`src/rtl/fifo_stream_reader.sv`:
```
// Read-side drain engine: turns a show-ahead FIFO read port into a valid/ready
// stream through a 2-entry skid buffer, with optional fixed-length bursts.
module fifo_stream_reader #(
  parameter int DSIZE     = 16,
  parameter int DEPTH     = 128,
  parameter int BURST_LEN = 8
) (
  input  logic                     rd_clk,
  input  logic                     rd_resetn,
  input  logic [DSIZE-1:0]         fifo_data_i,
  input  logic                     fifo_empty_i,
  input  logic [$clog2(DEPTH):0]   fifo_occupied_i,
  output logic                     fifo_rd_req_o,
  input  logic                     burst_en_i,
  output logic [DSIZE-1:0]         m_data_o,
  output logic                     m_last_o,
  output logic                     m_valid_o,
  input  logic                     m_ready_i,
  output logic                     busy_o
);

  localparam int OW = $clog2(DEPTH) + 1;
  localparam int BW = $clog2(BURST_LEN + 1);

  if (BURST_LEN < 1 || BURST_LEN > DEPTH || (DEPTH & (DEPTH - 1)) != 0) begin : g_param_check
    $error("fifo_stream_reader: DEPTH must be a power of 2 and BURST_LEN in 1..DEPTH");
  end

  typedef enum logic [1:0] {
    S_IDLE   = 2'd0,
    S_STREAM = 2'd1,
    S_BURST  = 2'd2
  } state_e;

  state_e           state_q, state_d;
  logic [BW-1:0]    bcnt_q, bcnt_d;
  logic [1:0]       count_q, count_d;
  logic [DSIZE-1:0] data0_q, data0_d, data1_q, data1_d;
  logic             last0_q, last0_d, last1_q, last1_d;

  logic pop_ok;
  logic burst_end;
  logic rd_req;
  logic xfer;
  logic wr_slot1;

  // State, burst counter and buffer registers.
  always_ff @(posedge rd_clk or negedge rd_resetn) begin
    if (!rd_resetn) begin
      state_q <= S_IDLE;
      bcnt_q  <= '0;
      count_q <= 2'd0;
      data0_q <= '0;
      data1_q <= '0;
      last0_q <= 1'b0;
      last1_q <= 1'b0;
    end else begin
      state_q <= state_d;
      bcnt_q  <= bcnt_d;
      count_q <= count_d;
      data0_q <= data0_d;
      data1_q <= data1_d;
      last0_q <= last0_d;
      last1_q <= last1_d;
    end
  end

  // Next-state logic; burst counter clears on entry so it never wraps.
  always_comb begin
    state_d = state_q;
    bcnt_d  = bcnt_q;
    case (state_q)
      S_IDLE: begin
        if (!burst_en_i) begin
          state_d = S_STREAM;
        end else if (fifo_occupied_i >= OW'(BURST_LEN)) begin
          state_d = S_BURST;
          bcnt_d  = '0;
        end else begin
          state_d = S_IDLE;
        end
      end
      S_STREAM: begin
        if (burst_en_i) state_d = S_IDLE;
        else            state_d = S_STREAM;
      end
      S_BURST: begin
        if (rd_req) begin
          bcnt_d = bcnt_q + BW'(1);
          if (burst_end) state_d = S_IDLE;
          else           state_d = S_BURST;
        end else begin
          state_d = S_BURST;
        end
      end
      default: begin
        state_d = S_IDLE;
        bcnt_d  = '0;
      end
    endcase
  end

  // State-decoded pop permission and end-of-burst flag.
  always_comb begin
    pop_ok    = 1'b0;
    burst_end = 1'b0;
    case (state_q)
      S_STREAM: pop_ok = 1'b1;
      S_BURST: begin
        pop_ok    = 1'b1;
        burst_end = (bcnt_q == BW'(BURST_LEN - 1));
      end
      default: begin
        pop_ok    = 1'b0;
        burst_end = 1'b0;
      end
    endcase
  end

  // No path from m_ready_i into the pop request.
  assign rd_req    = pop_ok & ~fifo_empty_i & ~count_q[1];
  assign xfer      = m_valid_o & m_ready_i;
  assign wr_slot1  = (count_q == 2'd1) & ~xfer;

  // Skid buffer: shift on transfer, vacated slots zeroed so idle outputs read 0.
  always_comb begin
    data0_d = data0_q;
    last0_d = last0_q;
    data1_d = data1_q;
    last1_d = last1_q;
    if (xfer) begin
      data0_d = data1_q;
      last0_d = last1_q;
      data1_d = '0;
      last1_d = 1'b0;
    end else begin
      data0_d = data0_q;
      last0_d = last0_q;
    end
    if (rd_req) begin
      if (wr_slot1) begin
        data1_d = fifo_data_i;
        last1_d = burst_end;
      end else begin
        data0_d = fifo_data_i;
        last0_d = burst_end;
      end
    end else begin
      count_d = count_q;
    end
    count_d = count_q + {1'b0, rd_req} - {1'b0, xfer};
  end

  assign fifo_rd_req_o = rd_req;
  assign m_valid_o     = (count_q != 2'd0);
  assign m_data_o      = data0_q;
  assign m_last_o      = last0_q;
  assign busy_o        = (state_q != S_IDLE) | m_valid_o;

endmodule

```
`config.mk`:
```
export PLATFORM = sky130hd
export DESIGN_NAME = fifo_stream_reader
export DESIGN_NICKNAME = d
export VERILOG_FILES = /design/src/rtl/fifo_stream_reader.sv
export SDC_FILE = /design/constraint.sdc
export NUM_CORES = 1
export LEC_CHECK = 0
export CORE_MARGIN = 4
export CORE_UTILIZATION = 40
export DETAILED_ROUTE_END_ITERATION = 10
export HOLD_SLACK_MARGIN = 0.12
export PLACE_DENSITY = 0.73
export RECOVER_POWER = 25
export SLEW_MARGIN = 20
export SYNTH_ARGS = -nofsm -noshare
export SYNTH_HDL_FRONTEND = slang
export SYNTH_SLANG_ARGS = --single-unit
export TNS_END_PERCENT = 50
```
`constraint.sdc`:
```
create_clock -name rd_clk -period 5 [get_ports rd_clk]
set_input_delay 1 -clock rd_clk [delete_from_list [all_inputs] [get_ports rd_clk]]
set_output_delay 1 -clock rd_clk [all_outputs]
set_load 0.01 [all_outputs]
```
==> impl_results.md <==
- CTS H-Tree Depth: 2
- Most common cell after layout, fill and taps aside: nand2_1
- Post-synthesis cell area: slightly below 2000 um2
- #FFs+latches synth: 42
- Top Ports: 49
- Die H: approximately 78 um
- Distinct cells, synth: 27
- Multiplexer share of the synthesized area: 0.0914
- WHS: 0.480 ns
- Arr. time, crit path: about 2.5 ns
- Power per cell area: approximately 470 nW/um2
- Post-DRT Antenna Nets: 0
- Biggest area consumer among synthesized cells: dfrtp_1
- Setup TNS: 0 ns
- Post-synthesis sequential area ratio: 0.533
- Final count of hold timing violations: 0
- First-pass GRT wire length: just over 7 mm
- Initial Util: 0.415
- Post-synthesis compound-gate area fraction: 0.124
- CTS Buf Count: 5
- Drt via density: 4.94
- Synth area leaders: dfrtp_1 (53%), mux2i_1 (9.1%), nand2_1 (8.8%)
- Max-slew violation count: 43
- Warnings from Yosys: 0
- Clock Path Buffers: 2
- CTS sink cnt: 42
- Clk Latency, worst-skew pair: about 0.29 ns
- Via total after detailed routing: about 1,500
- Adder-cell share of the synthesized area: 0.0444
- Largest net degree at the start of global routing: 43
- Remaining global-route overflow: 0
- Post-cts sizing count: 0
- Clk slew on worst S/H paths: about 0.07 ns
- Pre-CTS setup slack: approximately 1.5 ns
- Fmax: 287 MHz
- Simple-gate share of the synthesized area: 0.155
- Tcrit/Tclk final: 0.698
- Avg Cell Area, Syn: just over 10 um2
- Peak VDD IR: between 200 and 250 uV
- Max Cap Viol: 1
- Total Wirelength: 3.88 mm
- Hold_buf cts: 0
- Max_slew headroom: -0.480
- Nets: 276
- Largest family of logic cells by synthesized area: simple AND/OR/NAND/NOR gates
- DRC Markers: 0
- Post-synth top area share: 0.533
- Static Leakage: roughly 1.2 nW
- Router iterations before antenna repair: 4
- RSZ-0062 raised after global routing: false
- DP HPWL: around 2.7 mm
- Least-Margin Pin Slew: roughly 2.2 ns
- Initial antenna violation count: 0
- Max Clock Skew: 0.00347 ns
- CTS Root Cell: clkbuf_8
- Die X: ~78 um
- Worst EP required: roughly 4.0 ns
- Core area: 4750 um2
- Outcome: finished with violations
- Xor-xnor portion of the synthesized cell area: 0.00888
- Fillers: about 450
- Rows: 25
- Diode count: 0
- GR Util All Layers: 0.145
- Multi-input gate area: 842 um2
- Kind of critical path: input pin to output pin
- DIE AREA: approximately 6000 um2
- Most frequent cells in the layout: nand2_1 (46), clkdlybuf4s50_1 (43), dfrtp_1 (42), o21ai_0 (33), mux2i_1 (18)
- Crit end category: output pin
- Hold WC Path Type: flip-flop to flip-flop
- Core Util, Final: 0.540
- CTS tree: built
- Cells after synthesis: between 150 and 200
- Wirelength per Cell: 12.6 um
- Initial DRC count: 64
- Critical path startpoint category: input pin
- Layout cell share with drive strength beyond 1: 0.0539
- Area grow syn2layout: 30.1%
- Min Tclk post-route: about 3.5 ns
- Failing checks: capacitance limit, slew limit
- Post-Syn Nets: between 200 and 250
- Gpl congestion: around 0.71
- Post-CTS Setup Bufs: 0
- Setup violations, final: 0
- Vias in the first global route: 1,573
- Worst Path Max Fanout: 9
- Reg area: about 1100 um2
- Setup ws final: 1.51 ns
- Number of port buffers: between 40 and 50
final timing paths:
path | slack (ns) | endpoint | from | cells past startpoint
min reg2reg | 0.48 | last1_q$_DFF_PN0_ | last1_q$_DFF_PN0_ | 2
max | 1.51 | fifo_rd_req_o | fifo_empty_i | 4
max in group asynchronous | 2.38 | data1_q[5]$_DFF_PN0_ | rd_resetn | 1
min in group asynchronous | 1.36 | m_data_o[11]$_DFF_PN0_ | rd_resetn | 1
min | 0.48 | last1_q$_DFF_PN0_ | last1_q$_DFF_PN0_ | 2
max reg2reg | 2.55 | m_data_o[6]$_DFF_PN0_ | state_q[0]$_DFF_PN0_ | 6
cells by family after synthesis:
logic type	Yosys count
compound gates	43
xor+xnor	2
fa+ha+maj	7
buf+inv	19
flops	42
mux	18
simple gates	65
sequential cells by signal, summed over array words and instances, names as in the netlist:
signal    count
data1_q      16
m_data_o     16
bcnt_q        4
count_q       2
state_q       2
last1_q       1
m_last_o      1
where the power goes:
part / leakage (nW) / switching [mW] / internal, mW
Clock: 0.0482 / 0.112 / 0.111
Sequential: 0.569 / 0.0582 / 0.437
Combinational: 0.545 / 0.247 / 0.243
per-layer routing:
layer	global-route usage	wire, um	vias to the layer above
met1	0.178	1770	726
met3	0.0344	187	5
met5	0	0	-
met2	0.247	1870	33
li1	-	-	756
met4	0.0524	46	0
per-stage QoR:
stage / instances / power (mW) / area [um2]
finish: 308 / 1.21 / 2570
floorplan: 196 / 0.786 / 1970
CTS: 308 / 1.23 / 2570
global route: 308 / 1.31 / 2570
global placement: 300 / 0.990 / 2480
detailed placement: 300 / 1.00 / 2480
synth_stat cells:
cell type and number:
a21boi_0 1, a21oi_1 1, a221o_1 1, a22o_1 4, buf_2 6, clkbuf_1 4
clkinv_4 1, dfrtp_1 42, ha_1 7, inv_1 8, mux2i_1 18, nand2_1 46
nand2b_1 1, nand3_1 6, nand3b_1 1, nand4_4 1, nand4b_1 2, nor2_1 2
nor2b_1 1, nor3_1 2, nor4_1 1, o211ai_1 2, o21a_1 1, o21ai_0 33
or3b_4 1, or4b_1 1, xnor2_1 2
area by class of cell:
type / count / area share
Clock buffer: 7 / 0.0336
Multi-Input combinational cell: 135 / 0.328
Clock inverter: 1 / 0.00195
Inverter: 9 / 0.0151
Timing Repair Buffer: 47 / 0.179
Tap cell: 67 / 0.0327
Sequential cell: 42 / 0.410
critical path, cell delays in order:
cell and delay, ns:
clkdlybuf4s50_1 0.40, or3b_4 0.44, clkinv_4 0.11, clkdlybuf4s50_1 0.54
Note: power is estimated with default switching activity, not from simulation.
